### src/rtl/huff_table_builder.sv
// Canonical-Huffman decode table builder.
// The builder reads per-symbol code lengths, histograms them, derives the
// first code of each length and then writes one {code, len} entry per symbol.
// It also flags oversubscribed code sets (fatal, no table written) and
// incomplete code sets (non-fatal).
//
// state    | meaning
// ---------+-----------------------------------------------------------
// S_IDLE   | waiting for start, busy=0
// S_CNT    | stream lengths in, build bl_count[]
// S_NEXT   | one code length per cycle: next_code[], Kraft check
// S_ASSIGN | stream lengths again, write one table entry per symbol
// S_FIN    | single cycle; done pulses on the following cycle
module huff_table_builder #(
  parameter int MAX_SYMS    = 288,
  parameter int MAX_LEN     = 15,
  parameter int LEN_W       = 4,
  parameter int BUF_AW      = 9,
  parameter int TBL_AW      = 9,
  parameter int BIT_REVERSE = 0
) (
  input  logic                              clk,
  input  logic                              rst_n,
  input  logic                              start,
  input  logic [$clog2(MAX_SYMS+1)-1:0]     sym_num,
  input  logic [BUF_AW-1:0]                 buf_base,
  input  logic [TBL_AW-1:0]                 tbl_base,
  output logic [BUF_AW-1:0]                 len_rd_addr,
  input  logic [LEN_W-1:0]                  len_rd_data,
  output logic                              tbl_wr_en,
  output logic [TBL_AW-1:0]                 tbl_wr_addr,
  output logic [MAX_LEN-1:0]                tbl_wr_code,
  output logic [LEN_W-1:0]                  tbl_wr_len,
  output logic                              busy,
  output logic                              done,
  output logic                              err_over,
  output logic                              err_incomplete
);

  localparam int SYM_W = $clog2(MAX_SYMS + 1);
  localparam int LC_W  = $clog2(MAX_LEN + 1);
  // Kraft arithmetic width: code <= 2^L plus a full symbol count never wraps.
  localparam int CW    = MAX_LEN + 2;
  localparam logic [LEN_W:0] MAX_LEN_X = (LEN_W + 1)'(MAX_LEN);

  typedef enum logic [2:0] {S_IDLE, S_CNT, S_NEXT, S_ASSIGN, S_FIN} state_t;
  state_t state_q, state_d;

  logic [SYM_W-1:0]   num_q;
  logic [SYM_W-1:0]   idx_q;
  logic [SYM_W-1:0]   wr_idx_q;
  logic [BUF_AW-1:0]  buf_base_q;
  logic [TBL_AW-1:0]  tbl_base_q;
  logic               vld_q;
  logic               any_len_q;
  logic [LC_W-1:0]    l_q;
  logic [CW-1:0]      code_q;
  logic [SYM_W-1:0]   bl_count [0:MAX_LEN];
  logic [MAX_LEN-1:0] next_code [0:MAX_LEN];

  logic               issue;
  logic               len_ok;
  logic               wr_fire;
  logic [CW-1:0]      prev_cnt;
  logic [CW-1:0]      code_new;
  logic [CW-1:0]      kraft_sum;
  logic [CW-1:0]      pow_l;
  logic               over_now;
  logic               last_len;
  logic [MAX_LEN-1:0] raw_code;
  logic [MAX_LEN-1:0] rev_full;
  logic [MAX_LEN-1:0] out_code;
  logic [LEN_W:0]     rev_sh;

  assign issue   = (idx_q < num_q);
  assign len_ok  = ({1'b0, len_rd_data} <= MAX_LEN_X);
  assign wr_fire = (state_q == S_ASSIGN) && vld_q;

  // First-code recurrence for the length currently addressed by l_q.
  always_comb begin
    prev_cnt = '0;
    if (l_q > LC_W'(1)) prev_cnt = CW'(bl_count[l_q - LC_W'(1)]);
    code_new  = (code_q + prev_cnt) << 1;
    kraft_sum = code_new + CW'(bl_count[l_q]);
    pow_l     = CW'(1) << l_q;
    over_now  = (kraft_sum > pow_l);
    last_len  = (l_q == LC_W'(MAX_LEN));
  end

  // Code lookup and optional LSB-first reversal within the code length:
  // reverse all MAX_LEN bits, then shift the unused upper positions out.
  always_comb begin
    raw_code = next_code[len_rd_data];
    rev_full = '0;
    for (int j = 0; j < MAX_LEN; j++) rev_full[MAX_LEN-1-j] = raw_code[j];
    rev_sh   = MAX_LEN_X - {1'b0, len_rd_data};
    out_code = (BIT_REVERSE != 0) ? (rev_full >> rev_sh) : raw_code;
  end

  // Table write port is driven straight from the returning length data.
  always_comb begin
    tbl_wr_en   = wr_fire;
    tbl_wr_addr = '0;
    tbl_wr_len  = '0;
    tbl_wr_code = '0;
    if (wr_fire) begin
      tbl_wr_addr = tbl_base_q + TBL_AW'(wr_idx_q);
      tbl_wr_len  = len_rd_data;
      if (len_rd_data != '0) tbl_wr_code = out_code;
    end
  end

  // State register.
  always_ff @(posedge clk or negedge rst_n) begin
    if (!rst_n) state_q <= S_IDLE;
    else        state_q <= state_d;
  end

  // Next-state logic; an oversubscribed set bypasses table assignment.
  always_comb begin
    state_d = state_q;
    case (state_q)
      S_IDLE:   if (start) state_d = S_CNT;
      S_CNT:    if (!issue) state_d = S_NEXT;
      S_NEXT:   if (last_len) state_d = (err_over || over_now) ? S_FIN : S_ASSIGN;
      S_ASSIGN: if (!issue) state_d = S_FIN;
      S_FIN:    state_d = S_IDLE;
      default:  state_d = S_IDLE;
    endcase
  end

  // Datapath: read sequencing, histogram, next_code table, flags, handshake.
  always_ff @(posedge clk or negedge rst_n) begin
    if (!rst_n) begin
      num_q          <= '0;
      idx_q          <= '0;
      wr_idx_q       <= '0;
      buf_base_q     <= '0;
      tbl_base_q     <= '0;
      vld_q          <= 1'b0;
      any_len_q      <= 1'b0;
      l_q            <= '0;
      code_q         <= '0;
      len_rd_addr    <= '0;
      busy           <= 1'b0;
      done           <= 1'b0;
      err_over       <= 1'b0;
      err_incomplete <= 1'b0;
      for (int k = 0; k <= MAX_LEN; k++) begin
        bl_count[k]  <= '0;
        next_code[k] <= '0;
      end
    end else begin
      done  <= 1'b0;
      vld_q <= 1'b0;
      case (state_q)
        S_IDLE: begin
          if (start) begin
            num_q          <= sym_num;
            buf_base_q     <= buf_base;
            tbl_base_q     <= tbl_base;
            len_rd_addr    <= buf_base;
            idx_q          <= '0;
            any_len_q      <= 1'b0;
            err_over       <= 1'b0;
            err_incomplete <= 1'b0;
            busy           <= 1'b1;
            for (int k = 0; k <= MAX_LEN; k++) bl_count[k] <= '0;
          end
        end
        S_CNT, S_ASSIGN: begin
          if (issue) begin
            vld_q    <= 1'b1;
            wr_idx_q <= idx_q;
            idx_q    <= idx_q + SYM_W'(1);
            if (idx_q + SYM_W'(1) < num_q) len_rd_addr <= len_rd_addr + BUF_AW'(1);
          end
          if (state_q == S_CNT) begin
            l_q    <= LC_W'(1);
            code_q <= '0;
            if (vld_q && len_rd_data != '0) begin
              if (len_ok) begin
                bl_count[len_rd_data] <= bl_count[len_rd_data] + SYM_W'(1);
                any_len_q <= 1'b1;
              end else begin
                err_over <= 1'b1;
              end
            end
          end else if (vld_q && len_rd_data != '0 && len_ok) begin
            next_code[len_rd_data] <= next_code[len_rd_data] + MAX_LEN'(1);
          end
        end
        S_NEXT: begin
          code_q         <= code_new;
          next_code[l_q] <= code_new[MAX_LEN-1:0];
          l_q            <= l_q + LC_W'(1);
          if (over_now) err_over <= 1'b1;
          if (last_len) begin
            if (!err_over && !over_now && kraft_sum < pow_l && any_len_q)
              err_incomplete <= 1'b1;
            idx_q       <= '0;
            len_rd_addr <= buf_base_q;
          end
        end
        S_FIN: begin
          done <= 1'b1;
          busy <= 1'b0;
        end
        default: ;
      endcase
    end
  end

endmodule

### config.mk
export PLATFORM = sky130hd
export DESIGN_NAME = huff_table_builder
export DESIGN_NICKNAME = d
export VERILOG_FILES = /design/src/rtl/huff_table_builder.sv
export SDC_FILE = /design/constraint.sdc
export NUM_CORES = 1
export LEC_CHECK = 0
export ABC_AREA = 1
export BUFFER_PORTS_ARGS = -buffer_cell sky130_fd_sc_hd__buf_2
export CAP_MARGIN = 20
export CORE_AREA = 2 2 243 340
export CTS_BUF_LIST = sky130_fd_sc_hd__clkbuf_4 sky130_fd_sc_hd__clkbuf_8
export DETAILED_ROUTE_END_ITERATION = 8
export DIE_AREA = 0 0 245 342
export SETUP_SLACK_MARGIN = 0.05
export SYNTH_ARGS = -nofsm -noshare
export SYNTH_HDL_FRONTEND = slang
export SYNTH_SLANG_ARGS = --single-unit
### constraint.sdc
create_clock -name clk -period 6.25 [get_ports clk]
set_input_delay 1.25 -clock clk [delete_from_list [all_inputs] [get_ports clk]]
set_output_delay 1.25 -clock clk [all_outputs]
set_load 0.01 [all_outputs]
# Word-level counts from Yosys, hierarchy flattened
# Index checks and enable logic that the tools add are counted.
[totals]
ff_bits = 467
latch_bits = 0
mem_bits_rw = 0
rom_bits = 0
elab_cells = 181
n_memories = 0
[classes]
addsub = 9
mul = 0
div_mod_pow = 0
n_lt_le_gt_ge = 10
n_eq_ne = 16
shift = 1
n_mux = 66
bitwise = 3
reduce_logical = 29
[ops]
columns = ["op", "n"]
rows = [
  ["$bwmux W240", 2],
  ["$mux W240", 2],
  ["$pmux W240 S2", 1],
  ["$mux W144", 3],
  ["$pmux W144 S2", 1],
  ["$bwmux W144", 1],
  ["$mux W9", 16],
  ["$demux W15 S4", 2],
  ["$bmux W9 S4", 3],
  ["$mux W15", 6],
  ["$bmux W15 S4", 1],
  ["$pmux W9 S3", 2],
  ["$demux W9 S4", 1],
  ["$pmux W16 S2", 1],
  ["$add A9 B1 Y9 const B", 3],
  ["$ne A2 B2 Y1 const B", 11],
  ["$lt A9 B9 Y1", 2],
  ["$add A17 B9 Y17", 1],
  ["$gt A17 B17 Y1", 1],
  ["$lt A17 B17 Y1", 1],
  ["$shl A1 B4 Y17 const A", 1],
  ["$add A16 B9 Y16", 1],
  ["$mux W16", 1],
  ["$reduce_and A4 Y1", 4],
  ["29 further kinds", 66],
]

# Longest topological paths before layout
[depth]
word_depth = 16
mapped_depth = 44
depth_no_buf = 39

# Least setup slack after synthesis
# Ideal clock, no wire load.
[synth_path]
path_type = "reg-to-reg"
start = "register l_q[1]"
end = "register state_q[0]"
setup_time_ps = 128
t_arrival_ps = 6145
t_required_ps = 6122
path_slack_ps = -23
stages_incl_launch_ff = 41
path_buffers = 5
synth_period_minus_slack_ps = 6273
cell_sequence = "dfrtp_1 -> clkbuf_1 -> inv_1 -> clkbuf_1 -> buf_1 -> ha_1 -> clkbuf_1 -> clkbuf_1 -> o21ai_0 -> o221ai_1 -> a31oi_1 -> ha_1 -> fa_1 -> nand3_1 -> nand3_1 -> a31o_2 -> or2_2 -> nand2_1 -> [5 not listed] -> o21ai_0 -> nand2_1 -> nor2_1 -> xor2_1 -> ha_1 -> nand2_1 -> nor3_1 -> nand2_1 -> nand2_1 -> nand2_1 -> nand2_1 -> nand2_1 -> nand2_1 -> nand2_1 -> nand4_1 -> nand2_1 -> nand2_1 -> nand2_1"
[synth_via]
elab_chain_cells = 13
elab_cells_between_ends = 22
cone_classes = "add/sub: 3; order compare: 2; eq/ne: 2; shift: 1; mux: 10; bitwise: 2; reduce/logical: 2"
[synth_rtl]
columns = ["element", "line_no", "source"]
rows = [
  ["from (decl)", "56", "logic [LC_W-1:0] l_q;"],
  ["from (signal assigned)", "196", "l_q <= l_q + LC_W'(1);"],
  ["$sub A4 B1 Y4", "82", "if (l_q > LC_W'(1)) prev_cnt = CW'(bl_count[l_q - LC_W'(1)]);"],
  ["$not A4 Y5 (not written as such)", "82", ""],
  ["$bmux W9 S4", "82", ""],
  ["$mux W9 (not written as such) (2 in a row)", "82", ""],
  ["$mux W9", "82", ""],
  ["$add A16 B9 Y16", "83", "code_new = (code_q + prev_cnt) << 1;"],
  ["$add A17 B9 Y17", "84", "kraft_sum = code_new + CW'(bl_count[l_q]);"],
  ["$gt A17 B17 Y1", "86", "over_now = (kraft_sum > pow_l);"],
  ["$logic_or A1 B1 Y1", "125", "S_NEXT: if (last_len) state_d = (err_over || over_now) ? S_FIN : S_ASSIGN;"],
  ["$mux W3 (2 in a row)", "125", ""],
  ["$pmux W3 S4", "122", "case (state_q)"],
  ["to (signal assigned)", "116", "else state_q <= state_d;"],
  ["to (decl)", "47", "state_t state_q, state_d;"],
]
# Parallel ways exist; a longest one is shown, timed or not. The select of a mux whose other input is x is not followed.
# A chain may end at the register's enable or synchronous reset.

# Worst setup path after layout
[layout_path]
start = "register l_q[0]"
end = "register state_q[2]"
# The elaborated chain is that of the path after synthesis.

==> results by group <==
Detailed routing
  • DRT Pass-1 Iters: 6
  • Drt wl/cell: about 23 µm
  • Starting DRT DRC Count: around 3200
  • Vias: approximately 28000
  • Vias per inst: 5.67
  • Drt total wl: approximately 110000 µm
  • Antenna Nets Post-Route: 0
  • Residual DRC: 0

Logic synthesis
  • Mapped Cells: 3784
  • Syn Area/Cell: between 7 and 8 µm²
  • Post-synth top flop: dfrtp_1
  • Post-synth ARST share: 1.00
  • Synth top area share: 0.416
  • Synth unique cells: 53
  • Synthesized net count: about 3900
  • Cell taking the most area after synthesis: dfrtp_1
  • Area contributors post-synth: dfrtp_1 (42%), nand2_1 (11%), o21ai_0 (6.3%), inv_1 (6.0%), nand3_1 (4.8%)
  • Post-synthesis register bit count: about 470
  • Area of the mapped netlist: ~28000 µm²
  • Ys Warns: 0
  • Sequential cell area fraction in the yosys report: 0.416
  • Number of flops mapped to enable cells by yosys: 0

CTS
  • Post-CTS Setup Bufs: 0
  • Max Root-Sink Buffers: 3
  • Clock Latency Late Sink: roughly 700 ps
  • Clock Root Buffer: clkbuf_8
  • Clock slew at reported path FFs: 60 ps
  • Cts bufs inserted: between 80 and 90
  • Clk sinks: 466
  • CTS tree: done
  • H-tree depth: 3

STA
  • RSZ-0062 raised after global routing: false
  • Slew headroom: 0.267
  • Final hold vios: 0
  • Final worst path period share: 0.915
  • Fin Setup TNS: 0 ps
  • Worst setup margin: between 500 and 600 ps
  • Setup violations, final: 0
  • Max Clock Freq: roughly 0.17 GHz
  • Clock Skews: roughly 35 ps
  • Pins Over Slew Limit: 0
  • Least-Margin Pin Slew: approximately 1100 ps
  • Fin crit period: approximately 5700 ps

Power and ir drop
  • PD cells: around 260 nW/µm²
  • Power share of the clock group: 0.384
  • P_int: 5.47 mW
  • Sw power: 2.71 mW
  • Reg power frac: 0.431
  • P_leak: ~15 nW
  • Sw Ratio: 0.331
  • Combinational Power Share: 0.184
  • Peak VDD IR: between 100 and 150 µV

Floorplanning
  • Die H: between 300 and 400 µm
  • Core Footprint: about 81000 µm²
  • # IOs: 76
  • Chip width: 245 µm
  • Num rows: around 120
  • Die area: roughly 84000 µm²
  • Initial Utilization: 0.345

Worst setup path
  • Startpoint types: flip-flop
  • Critical path's slowest cell: dfrtp_4
  • FF-to-FF path depth: 37
  • WP data required: a little under 7000 ps
  • Crit end category: flip-flop
  • CP Max Fanout: 13
  • Most used cell, CP: nand2_1
  • Slowest cell delay on critical path: 430 ps
  • Worst path arrival time: 6310 ps
  • Critical path class: reg2reg

Final layout
  • Area Growth Syn to Fin: 13.7%
  • Most common cell after layout, fill and taps aside: nand2_1
  • Fraction of layout instances using a drive strength above 1: 0.113
  • Finished Layout Cells: ~5000
  • Most frequent cells in the layout: nand2_1 (854), dfrtp_1 (465), inv_1 (449), o21ai_0 (350), nand3_1 (271)
  • Post-layout nets: about 4000

Placement
  • Pre-CTS setup slack: a little under 100 ps
  • Cell total after placement: approximately 4900
  • Placer Congestion: 0.962
  • Port Buffers: 75
  • DP HPWL: between 70000 and 80000 µm

Global routing
  • First-pass GRT wire length: about 170000 µm
  • GRT overflow: 0
  • Gr usage total: 0.267
  • Vias in the first global route: about 28000
  • Pin count of the biggest net entering global routing: ~150
  • Initial antenna violation count: 2

Worst hold path
  • Hold Crit Depth: 2
  • HP Class: reg2reg

Status
  • Outcome: completed

Flow run
  • Number of max-cap violations: 0
critical path, delay by kind of cell, from the launching register on:
family                   cells  cell delay (ps)
adder cells (fa/ha/maj)      4             1270
buffers and inverters        4              390
flip-flops                   1              430
XOR/XNOR                     1              160
AND/OR/NAND/NOR             18             1730
AO/OA/AOI/OAI               10             1600
cells by family (layout without fill, tap and decap cells):
logic type      count (synthesis)  in the layout  share of synthesized area
simple gates                 1488           1488                      0.220
compound gates               1041           1041                      0.221
buf+inv                       674            822                     0.0949
flops                         466            466                      0.416
fa+ha+maj                      70             70                     0.0320
xor+xnor                       29             29                    0.00986
mux                            16             16                    0.00643
other cells                     0              2                          0
stage by stage:
| step | area (µm²) | power (mW) | hold slack (ps) | util |
|---|---|---|---|---|
| 6_report | 31900 | 8.18 | 482 | 0.393 |
| 5_1_grt | 31900 | 8.49 | 503 | 0.393 |
| 4_1_cts | 31700 | 8.16 | 485 | 0.391 |
| 3_5_place_dp | 29900 | 5.03 | 470 | 0.368 |
| 3_3_place_gp | 29900 | 5.02 | 461 | 0.368 |
| 2_1_floorplan | 28000 | 4.36 | 448 | - |
cells in the mapped netlist, types with 51 or more instances:
cell type  count
nand3_1      271
dfrtp_1      466
a21oi_1      202
o221ai_1      51
o22ai_1      209
nor2_1       272
o21bai_1     105
ha_1          67
inv_1        451
o21ai_0      351
nand2_1      856
clkbuf_1     111
power groups by stage:
stage,clock (mW),sequential (mW),combinational [mW]
after floorplan,0,3.47,0.896
after global placement,0,3.57,1.45
after detailed placement,0,3.57,1.46
after CTS,3.18,3.52,1.47
after global routing,3.31,3.55,1.63
final,3.14,3.53,1.51
routing by layer:
metal / wire (µm) / track usage / share of wire / vias to the layer above
met5: 0 / 0 / 0 / -
met4: 9540 / 0.205 / 0.084 / 0
met3: 8490 / 0.0395 / 0.075 / 426
met2: 53200 / 0.440 / 0.47 / 1453
li1: - / - / - / 12900
met1: 42200 / 0.313 / 0.37 / 13600
what timing repair did:
item,4_1_cts,5_1_grt
hold buffers,0,0
gates resized for setup,0,33
setup endpoints to repair,0,5
area by class of cell:
| type | count | area, µm² |
|---|---|---|
| Antenna cell | 2 | 5.00 |
| Clock buffer | 124 | 1560 |
| Clock inverter | 26 | 236 |
| Fill cell | 8447 | 49300 |
| Inverter | 486 | 1820 |
| Multi-Input combinational cell | 2644 | 13900 |
| Sequential cell | 466 | 11700 |
| Tap cell | 1071 | 1340 |
| Timing Repair Buffer | 186 | 1360 |
sequential cells by signal, summed over array words and instances (netlist names):
signal / cells
any_len_q: 1
done: 1
wr_idx_q: 9
err_incomplete: 1
num_q: 9
vld_q: 1
idx_q: 9
tbl_base_q: 9
err_over: 1
state_q: 3
l_q: 4
buf_base_q: 9
busy: 1
len_rd_addr: 9
code_q: 15
next_code: 240
bl_count: 144
final timing paths:
kind	from	to	slack, ps
worst max-delay path	l_q[0]$_DFFE_PN0P_	state_q[2]$_DFFE_PN0P_	530
worst min-delay path	wr_idx_q[4]$_DFFE_PN0P_	wr_idx_q[4]$_DFFE_PN0P_	480
worst max register to register	l_q[0]$_DFFE_PN0P_	state_q[2]$_DFFE_PN0P_	530
worst min register to register	wr_idx_q[4]$_DFFE_PN0P_	wr_idx_q[4]$_DFFE_PN0P_	480
max in group asynchronous	rst_n	bl_count[16]$_DFFE_PN0P_	4320
min in group asynchronous	rst_n	next_code[209]$_DFFE_PN0P_	610
(Power assumes the default switching activity.)
